===== src/rtl/regbank_dump_ctrl_if.sv =====
// Handshake bundle between the dump controller, the register-bank debug port
// and the UART transmitter.
`timescale 1ns/1ps
interface regbank_dump_ctrl_if #(
   parameter int BITS_SIZE = 32,
   parameter int BITS_REGS = 5,
   parameter int BITS_BYTE = 8
);
   logic                 i_start;
   logic                 i_abort;
   logic [BITS_SIZE-1:0] i_reg_data;
   logic                 i_tx_done;
   logic [BITS_REGS-1:0] o_addr_reg;
   logic                 o_tx_start;
   logic [BITS_BYTE-1:0] o_tx_data;
   logic                 o_busy;
   logic                 o_done;

   modport master (
      output i_start, i_abort, i_reg_data, i_tx_done,
      input  o_addr_reg, o_tx_start, o_tx_data, o_busy, o_done
   );

   modport slave (
      input  i_start, i_abort, i_reg_data, i_tx_done,
      output o_addr_reg, o_tx_start, o_tx_data, o_busy, o_done
   );
endinterface


===== src/rtl/regbank_dump_ctrl.sv =====
// Walks the register bank from address 0 upward and streams every register
// to the UART, least-significant byte first, one byte per tx_done handshake.
`timescale 1ns/1ps
module regbank_dump_ctrl #(
   parameter int BITS_SIZE = 32,
   parameter int BITS_REGS = 5,
   parameter int REG_SIZE  = 32,
   parameter int BITS_BYTE = 8
) (
   input logic                i_clk,
   input logic                i_reset,
   regbank_dump_ctrl_if.slave bus
);
   localparam int NB = BITS_SIZE / BITS_BYTE;
   localparam int CW = (NB > 1) ? $clog2(NB) : 1;
   localparam logic [CW-1:0]        LAST_BYTE = CW'(NB - 1);
   localparam logic [BITS_REGS-1:0] LAST_REG  = BITS_REGS'(REG_SIZE - 1);

   typedef enum logic [2:0] {IDLE, LOAD, SEND, WAIT, NEXT, DONE} state_t;

   state_t               state;
   logic [BITS_REGS-1:0] addr;
   logic [CW-1:0]        cnt;
   logic [BITS_SIZE-1:0] sh;
   logic                 tx_start, busy, done;

   // Control outputs are registered alongside the state so they track it exactly.
   always_ff @(posedge i_clk or negedge i_reset) begin
      if (!i_reset) begin
         state    <= IDLE;
         addr     <= '0;
         cnt      <= '0;
         sh       <= '0;
         tx_start <= 1'b0;
         busy     <= 1'b0;
         done     <= 1'b0;
      end else begin
         tx_start <= 1'b0;
         done     <= 1'b0;
         busy     <= 1'b1;
         if (bus.i_abort) begin
            state <= IDLE;
            busy  <= 1'b0;
         end else begin
            case (state)
               IDLE: begin
                  if (bus.i_start) begin
                     addr  <= '0;
                     state <= LOAD;
                  end else begin
                     busy <= 1'b0;
                  end
               end
               LOAD: begin
                  sh       <= bus.i_reg_data;
                  cnt      <= '0;
                  tx_start <= 1'b1;
                  state    <= SEND;
               end
               SEND: state <= WAIT;
               WAIT: begin
                  if (bus.i_tx_done) begin
                     if (cnt == LAST_BYTE) begin
                        state <= NEXT;
                     end else begin
                        cnt      <= cnt + 1'b1;
                        sh       <= sh >> BITS_BYTE;
                        tx_start <= 1'b1;
                        state    <= SEND;
                     end
                  end
               end
               NEXT: begin
                  if (addr == LAST_REG) begin
                     done  <= 1'b1;
                     state <= DONE;
                  end else begin
                     addr  <= addr + 1'b1;
                     state <= LOAD;
                  end
               end
               DONE: begin
                  busy  <= 1'b0;
                  state <= IDLE;
               end
               default: begin
                  busy  <= 1'b0;
                  state <= IDLE;
               end
            endcase
         end
      end
   end

   assign bus.o_addr_reg = addr;
   assign bus.o_tx_start = tx_start;
   assign bus.o_tx_data  = sh[BITS_BYTE-1:0];
   assign bus.o_busy     = busy;
   assign bus.o_done     = done;
endmodule


===== src/flat_wrapper.sv =====
// flat-port wrapper written by rule: the top's interface ports become plain ports
module regbank_dump_ctrl_flat 
#(
   parameter int BITS_SIZE = 32,
   parameter int BITS_REGS = 5,
   parameter int REG_SIZE  = 32,
   parameter int BITS_BYTE = 8
)
  (i_clk, i_reset, bus_i_start, bus_i_abort, bus_i_reg_data, bus_i_tx_done, bus_o_addr_reg, bus_o_tx_start, bus_o_tx_data, bus_o_busy, bus_o_done);
  regbank_dump_ctrl_if #(.BITS_SIZE(BITS_SIZE), .BITS_REGS(BITS_REGS), .BITS_BYTE(BITS_BYTE)) bus_i ();
  input logic i_clk;
  input logic i_reset;
  input wire logic [$bits(bus_i.i_start)-1:0] bus_i_start;
  input wire logic [$bits(bus_i.i_abort)-1:0] bus_i_abort;
  input wire logic [$bits(bus_i.i_reg_data)-1:0] bus_i_reg_data;
  input wire logic [$bits(bus_i.i_tx_done)-1:0] bus_i_tx_done;
  output wire logic [$bits(bus_i.o_addr_reg)-1:0] bus_o_addr_reg;
  output wire logic [$bits(bus_i.o_tx_start)-1:0] bus_o_tx_start;
  output wire logic [$bits(bus_i.o_tx_data)-1:0] bus_o_tx_data;
  output wire logic [$bits(bus_i.o_busy)-1:0] bus_o_busy;
  output wire logic [$bits(bus_i.o_done)-1:0] bus_o_done;
  assign bus_i.i_start = bus_i_start;
  assign bus_i.i_abort = bus_i_abort;
  assign bus_i.i_reg_data = bus_i_reg_data;
  assign bus_i.i_tx_done = bus_i_tx_done;
  assign bus_o_addr_reg = bus_i.o_addr_reg;
  assign bus_o_tx_start = bus_i.o_tx_start;
  assign bus_o_tx_data = bus_i.o_tx_data;
  assign bus_o_busy = bus_i.o_busy;
  assign bus_o_done = bus_i.o_done;
  regbank_dump_ctrl #(.BITS_SIZE(BITS_SIZE), .BITS_REGS(BITS_REGS), .REG_SIZE(REG_SIZE), .BITS_BYTE(BITS_BYTE)) u_core (.i_clk(i_clk), .i_reset(i_reset), .bus(bus_i));
endmodule

===== config.mk =====
export PLATFORM = sky130hd
export DESIGN_NAME = regbank_dump_ctrl_flat
export DESIGN_NICKNAME = d
export VERILOG_FILES = /design/src/rtl/regbank_dump_ctrl_if.sv /design/src/rtl/regbank_dump_ctrl.sv /design/src/flat_wrapper.sv
export SDC_FILE = /design/constraint.sdc
export NUM_CORES = 1
export LEC_CHECK = 0
export CAP_MARGIN = 20
export CORE_UTILIZATION = 37
export CTS_BUF_LIST = sky130_fd_sc_hd__clkbuf_8 sky130_fd_sc_hd__clkbuf_16
export DETAILED_ROUTE_END_ITERATION = 16
export PLACE_DENSITY = 0.58
export RECOVER_POWER = 50
export SLEW_MARGIN = 20
export SYNTH_ARGS = -nofsm -noshare
export SYNTH_HDL_FRONTEND = slang
export SYNTH_SLANG_ARGS = --single-unit

===== constraint.sdc =====
create_clock -name i_clk -period 4.4 [get_ports i_clk]
set_clock_uncertainty 0.15 [all_clocks]
set_input_delay 0.88 -clock i_clk [delete_from_list [all_inputs] [get_ports i_clk]]
set_output_delay 0.88 -clock i_clk [all_outputs]
set_load 0.02 [all_outputs]

==> reports/qor.csv, run 1 <==
metric,value,unit
fin_crit_sh,64.0,%
slowest_delay,1.66,ns
path_cells,clkbuf_1,
num-nets-final,252,
peakVddDrop,198,uV
drtIter0Drc,47,
synth_warnings,0,
cap_violations,1,
reg2reg_slack,2.19,ns
violations,"max-capacitance violations, max-slew violations",
synth_top_cell_by_area,dfrtp_1,
cts_sinks,45,
synth_edf_count,0,
multiInputGateArea,1030,um^2
leakage,0.00128,uW
synth_area,2350,um^2
coreArea,6030,um^2
cts.repair.resized,0,
port_buffers,52,
ios,53,
antenna_cells,0,
post-dp-hpwl,3030,um
worst-path-stages,1,
root_buffer,clkbuf_8,
clockBufferDepth,2,
nFillCells,540,
die_y,81.7,um
ys_seq_area_share,47.9,%
run_status,"complete, but fails checks",
ctsHoldBuffers,0,
via_count,1460,
wirelength,4310,um
yosys.area.top_type_share,47.9,%
async_flop_share,100,%
worst-path-max-fanout,45,
synth-seq-cells,45,
hold_viol_final,0,
power.density,394,nW/um^2
die_area,6680,um^2
arrival,2.58,ns
critical_path_buf_inv_count,1,
start_util,39.0,%
cts_buffers,5,
grt_pass1_wl,7300,um
drc,0,
wl_per_cell,14.9,um
antenna_left,0,
cts_tree,built,
clk_latency,0.30,ns
viasPerCell,5.07,
endpoint_kind,async pin,
area_growth,24.2,%
fin_tns_setup,0,ns
routabilityCongestion,0.772,
antenna_found_initial,0,
worstHoldPathType,register to register,
synth_cell_type_count,38,
largest_reg_flops,32,
post-cts-setup-buffers,0,
drive_above_1_share,28.2,%
final_util,48.5,%
worstSetupStartpoint,i_reset,
overflow,0,
grt_max_degree,46,
first_pass_iters,4,
tightest_slew,2.39,ns
setup_viol,0,
r2r_cells,6,
critPathSlowestCell,clkbuf_1,
row_count,28,
critPathCapture,u_core.sh[16],
r2r-start,u_core.bus.o_addr_reg[0],
worstReg2RegEnd,u_core.bus.o_addr_reg[4],
grt_usage,14.7,%
fmax,355,MHz
final-max-slew-violation-count,46,
crit_required,4.16,ns
crit_path_start_kind,primary input,
die_w,81.7,um
htreeDepth,2,
regArea,1130,um^2
crit_family,buffers and inverters,
crit_type,primary input to async pin,
grt_setup_unrepaired,no,
synthFlopType,dfrtp_1,
synthCells,170,
synth.avg_cell_area,13.8,um^2
ys_top_cells_by_area,"dfrtp_1, mux2_2, mux2_4",
grt_pass1_vias,1475,
syn_nets,210,
cts.clk_slew.worst_paths,0.08,ns
min_period,2.82,ns
relSlewSlack,-59.6,%
worst min-delay path by stage:
stage	startpoint	to	slack, ns	depth (start not counted)
final	u_core.sh[25]	u_core.sh[25]	0.36	1
after global routing	u_core.sh[30]	u_core.sh[30]	0.37	1
after CTS	u_core.sh[25]	u_core.sh[25]	0.36	1
after detailed placement	u_core.sh[30]	u_core.sh[30]	0.34	1
after global placement	u_core.sh[25]	u_core.sh[25]	0.34	1
after floorplan	u_core.sh[24]	u_core.sh[24]	0.32	1
cell type report:
type	instances	area share, %
Inverter	6	1.20
Multi-Input combinational cell	102	35.3
Sequential cell	45	38.5
Clock inverter	2	1.28
Timing Repair Buffer	52	17.6
Tap cell	75	3.21
Clock buffer	6	2.83
power breakdown:
| group | switching [uW] | total [uW] | internal [uW] |
|---|---|---|---|
| Sequential | 51.8 | 552 | 500 |
| Combinational | 96.5 | 275 | 179 |
| Clock | 139 | 324 | 185 |
worst reg2reg max path, stage by stage, from the launching register on:
cell and delay [ns]:
dfrtp_1 0.43, ha_1 0.25, and3_1 0.19, ha_1 0.19, nor2b_1 0.27, o21a_1 0.26
mux2_2 0.35
Yosys cell counts, types with 3 or more instances:
library cell and instances:
buf_6 4, nor3_1 4, inv_1 5, nor2_1 4, mux2_2 28, mux2_4 20
dfrtp_1 45, ha_1 3, mux2_1 3, o21ai_0 3, a22o_1 8, buf_4 8
and3_1 3, nor2b_1 3
metrics by stage:
stage	instances	cell area (um^2)	total power, uW	setup WS [ns]	hold slack, ns
3_3_place_gp	280	2800	831	1.61	0.340
6_report	288	2920	1150	1.58	0.359
5_1_grt	288	2920	1210	1.00	0.373
4_1_cts	288	2920	1170	1.87	0.361
2_1_floorplan	170	2350	760	2.24	0.315
3_5_place_dp	280	2800	840	1.54	0.342
metal layers:
layer,up-vias,GRT usage (%),wire length (um)
li1,695,-,-
met1,719,20.6,2030
met2,41,21.7,1950
met3,5,4.56,267
met4,0,4.74,60
met5,-,0,0
cell usage in the layout, fill, tap and decap left out, types with 4 or more instances in the layout:
| cell type | synthesis | layout |
|---|---|---|
| dfrtp_1 | 45 | 45 |
| inv_1 | 5 | 5 |
| mux2_2 | 28 | 28 |
| a22o_1 | 8 | 8 |
| nor2_1 | 4 | 4 |
| clkdlybuf4s50_1 | 0 | 46 |
| clkbuf_8 | 0 | 6 |
| nor3_1 | 4 | 4 |
| mux2_4 | 20 | 20 |
| dlygate4sd3_1 | 0 | 5 |
cell families (layout without fill, tap and decap cells):
family | count (synthesis) | count (layout) | share of synthesized area [%]
AND/OR/NAND/NOR | 25 | 25 | 6.81
buffers and inverters | 23 | 66 | 8.24
AO/OA/AOI/OAI | 22 | 22 | 7.45
adder cells (fa/ha/maj) | 3 | 3 | 1.60
flip-flops | 45 | 45 | 47.9
multiplexers | 52 | 52 | 28.0
Note: power is estimated with default switching activity, not from simulation.
==> inputs of run 2 (changes only) <==
PLACE_DENSITY = 0.6   (was 0.58)
clock period = 2.5 ns   (was 4.4 ns; I/O delays follow)
==> run 2 against run 1 <==
Effect of this change: the run now ends clean; worst setup slack lost 1.1 ns; clock power increased by 44%; critical path depth grew 3; worst hold slack got worse by 0.0076 ns; register-to-register slack got worse by 1.7 ns; final area rose by 0.51%; power is 67% higher; non-clock buffer count grew 7; combinational power rose by 77%; critical endpoint is now u_core.sh[6].
==> reports/qor.csv, run 2 (same netlist as run 1, synthesis figures left out) <==
metric,value,unit
post-dp-hpwl,2990,um
p_switching,526,uW
cts_tree,built,
antenna_cells,0,
r2r_cells,6,
fin_ws,0.477,ns
crit_required,2.54,ns
power.density,656,nW/um^2
die_area,6680,um^2
worstReg2RegEnd,u_core.bus.o_addr_reg[4],
fin_tns_setup,0,ns
clk_latency,0.31,ns
grt_setup_unrepaired,no,
ctsHoldBuffers,0,
grt_max_degree,28,
min_period,2.02,ns
r2r-start,u_core.bus.o_addr_reg[0],
final_common_cell,clkdlybuf4s50_1,
viasPerCell,4.93,
port_buffers,52,
ios,53,
worst-path-max-fanout,27,
fin_crit_sh,80.9,%
hold_viol_final,0,
first_pass_iters,4,
run_status,"complete, no violations",
antenna_left,0,
reg2reg_slack,0.49,ns
clkPwrFrac,24.3,%
largest_reg_flops,32,
cts.clk_slew.worst_paths,0.10,ns
routabilityCongestion,0.754,
cts_sinks,45,
tightest_slew,1.41,ns
die_y,81.7,um
p_seq_share,50.4,%
comb_power_share,25.3,%
critPathSlowestCell,dlygate4sd3_1,
setup_viol,0,
endpoint_kind,register,
cts_buffers,5,
wl_per_cell,14.5,um
worstHoldPathType,primary input to async pin,
root_buffer,clkbuf_8,
nFillCells,576,
post-cts-setup-buffers,0,
drc,0,
grt_pass1_vias,1457,
htreeDepth,2,
crit_path_start_kind,primary input,
coreArea,6030,um^2
path_cells,"dlygate4sd3_1, a211o_1, clkinv_8, mux2_2",
start_util,39.0,%
post-place-ws,0.219,ns
drive_above_1_share,29.1,%
layout_common_cells,"clkdlybuf4s50_1, dfrtp_1, mux2_2, mux2_4, a22o_1",
wirelength,4280,um
via_count,1455,
clockBufferDepth,2,
die_w,81.7,um
grt_usage,14.3,%
regArea,1130,um^2
area_growth,24.8,%
arrival,2.06,ns
grt_pass1_wl,7030,um
antenna_found_initial,0,
crit_family,buffers and inverters,
relSlewSlack,5.84,%
final-max-slew-violation-count,0,
slowest_delay,0.65,ns
overflow,0,
drtIter0Drc,84,
fmax,494,MHz
critical_path_buf_inv_count,2,
cap_violations,0,
cts.repair.resized,0,
leakage,0.00128,uW
multiInputGateArea,1030,um^2
num-nets-final,259,
intPower,1400,uW
crit_type,primary input to register,
row_count,28,
peakVddDrop,324,uV
finalPower,1930,uW
switching_share,27.3,%
## run 2: changes by cell type in the layout (fill, tap and decap cells not counted), moves of 3 or more
cell | previous run | this run
buf_4 | 0 | 4
clkbuf_1 | 1 | 4
clkdlybuf4s50_1 | 46 | 50
dlygate4sd3_1 | 5 | 1
## run 2: worst reg2reg max path, cell delays in order (launching register included)
cell and delay [ns]:
dfrtp_1 0.42, ha_1 0.23, and3_1 0.20, ha_1 0.19
nor2b_1 0.14, o21a_1 0.22, mux2_2 0.35
## run 2: power by group through the flow
| stage | clock network, uW | logic (uW) | registers, uW |
|---|---|---|---|
| 2_1_floorplan | 0 | 385 | 952 |
| 3_3_place_gp | 0 | 488 | 987 |
| 3_5_place_dp | 0 | 497 | 984 |
| 4_1_cts | 480 | 497 | 974 |
| 5_1_grt | 507 | 522 | 991 |
| 6_report | 468 | 488 | 972 |
## run 2: worst max path at each step
stage / startpoint / to / slack (ns) / cells past startpoint
after floorplan: u_core.bus.o_addr_reg[0] / u_core.bus.o_addr_reg[4] / 0.39 / 6
after global placement: bus_i_tx_done / u_core.sh[5] / 0.23 / 5
after detailed placement: bus_i_tx_done / u_core.sh[6] / 0.22 / 5
after CTS: u_core.bus.o_addr_reg[0] / u_core.bus.o_addr_reg[4] / 0.48 / 6
after global routing: i_reset / u_core.bus.o_addr_reg[2] / 0.26 / 2
final: bus_i_abort / u_core.sh[6] / 0.48 / 4
## run 2: stage by stage
step	std cells	cell area, um^2	utilization (%)	hold slack [ns]
floorplan	170	2350	-	0.0544
global placement	287	2860	47.4	0.331
detailed placement	287	2860	47.4	0.337
CTS	295	2950	48.9	0.0554
global route	295	2940	48.7	0.377
finish	295	2940	48.7	0.352
## run 2: area by class of cell
class                      instances  share of cell area [%]
multi-input combinational        102                    35.2
inverter                           6                    1.19
sequential                        45                    38.3
clock buffer                       5                    2.34
clock inverter                     3                   0.852
timing repair buffer              59                    18.9
tap                               75                    3.20
## run 2: layer usage
metal / wire length [um] / track usage (%) / up-vias
li1: - / - / 711
met3: 249 / 4.33 / 5
met5: 0 / 0 / -
met2: 1880 / 21.2 / 41
met4: 57 / 5.26 / 0
met1: 2090 / 19.5 / 698
==> inputs of run 3 (changes only) <==
clock period = 1.7 ns   (was 2.5 ns; I/O delays follow)
==> run 3 against run 2 <==
Effect of this change: the flow now finishes with violations (negative setup slack); first-iteration DRC count is 45% lower; register-to-register slack worse by 0.63 ns; utilization is 4.0 points higher; worst setup slack worse by 0.62 ns; critical endpoint is now u_core.sh[4]; largest power group unchanged.
==> reports/qor.csv, run 3 (same netlist as run 1, synthesis figures left out) <==
metric,value,unit
min_period,1.84,ns
endpoint_kind,register,
ios,53,
cap_violations,0,
holdWs,0.362,ns
routabilityCongestion,0.779,
fmax,543,MHz
start_util,39.0,%
clockBufferDepth,2,
leakage,0.00146,uW
regArea,1130,um^2
cts.clk_slew.worst_paths,0.08,ns
die_y,81.7,um
worst-path-max-fanout,14,
wl_per_cell,16.3,um
fin_ws,-0.141,ns
clk_latency,0.29,ns
layout_common_cells,"dfrtp_1, clkdlybuf4s50_1, mux2_4, mux2_2, buf_4",
crit_required,1.73,ns
htreeDepth,2,
drtIter0Drc,46,
peakVddDrop,463,uV
violations,negative setup slack,
grt_usage,16.4,%
cts_buffers,5,
nFillCells,521,
final_common_cell,dfrtp_1,
die_w,81.7,um
crit_type,register to register,
fin_crit_sh,108,%
finalPower,2850,uW
antenna_found_initial,0,
arrival,1.87,ns
num-nets-final,277,
final_util,52.8,%
worstHoldPathType,register to register,
via_count,1582,
overflow,0,
grt_pass1_vias,1663,
viasPerCell,5.05,
cts_tree,built,
hold_viol_final,0,
relSlewSlack,60.7,%
crit_path_start_kind,register,
grt_pass1_wl,8090,um
antenna_left,0,
fin_tns_setup,-3.75,ns
tightest_slew,0.586,ns
power.density,896,nW/um^2
coreArea,6030,um^2
die_area,6680,um^2
setup_viol,36,
port_buffers,52,
largest_reg_flops,32,
post-dp-hpwl,3500,um
wirelength,5090,um
final-max-slew-violation-count,0,
grt_max_degree,27,
area_growth,35.2,%
drc,0,
post-place-ws,-0.434,ns
first_pass_iters,4,
multiInputGateArea,1140,um^2
antenna_cells,0,
cts_sinks,45,
drive_above_1_share,40.3,%
root_buffer,clkbuf_8,
grt_setup_unrepaired,yes,
row_count,28,
run_status,"complete, but fails checks",
## run 3: area by class of cell
class                   count  area share, %
repair buffers             75           21.4
flip-flops and latches     45           35.5
clock buffers               6           2.60
repair inverters            2          0.472
inverters                   6           1.10
clock inverters             2          0.236
well taps                  75           2.95
multi-input cells         102           35.7
## run 3: routing by layer
layer  track usage, %  wire length, um
met1             20.7             2300
met2             27.5             2520
met3             3.78              193
met4             5.09               78
met5                0                0
## run 3: worst paths after layout
kind / from / to / slack [ns] / cells after the start
max: u_core.cnt[1] / u_core.sh[4] / -0.14 / 5
min: u_core.sh[27] / u_core.sh[27] / 0.36 / 1
max reg2reg: u_core.cnt[1] / u_core.sh[4] / -0.14 / 5
min reg2reg: u_core.sh[27] / u_core.sh[27] / 0.36 / 1
max in group asynchronous: i_reset / u_core.sh[6] / 0.21 / 3
min in group asynchronous: i_reset / u_core.bus.o_addr_reg[4] / 0.37 / 2
## run 3: critical path, cell delays in order, from the launching register on
cell and delay, ns:
dfrtp_1 0.39, ha_2 0.19, nand2b_4 0.13, a211o_4 0.40, clkinv_8 0.14, mux2_4 0.31
## run 3: where the power goes
group / switching (uW) / internal (uW) / leakage [uW]
Combinational: 281 / 477 / 0.000848
Sequential: 132 / 1290 / 0.000561
Clock: 345 / 320 / 0.0000538
Total: 758 / 2090 / 0.00146
## run 3: through the flow
stage	area, um^2	instances
2_1_floorplan	2430	170
3_3_place_gp	3030	299
3_5_place_dp	3030	299
4_1_cts	3160	311
5_1_grt	3180	313
6_report	3180	313
## run 3: what timing repair did
item	4_1_cts	5_1_grt
resized for setup	22	7
hold buffers	1	0
setup endpoints to repair	52	41
pin swaps	9	2
gates cloned	2	0
endpoints found under the hold margin	15	0
setup buffers	1	2
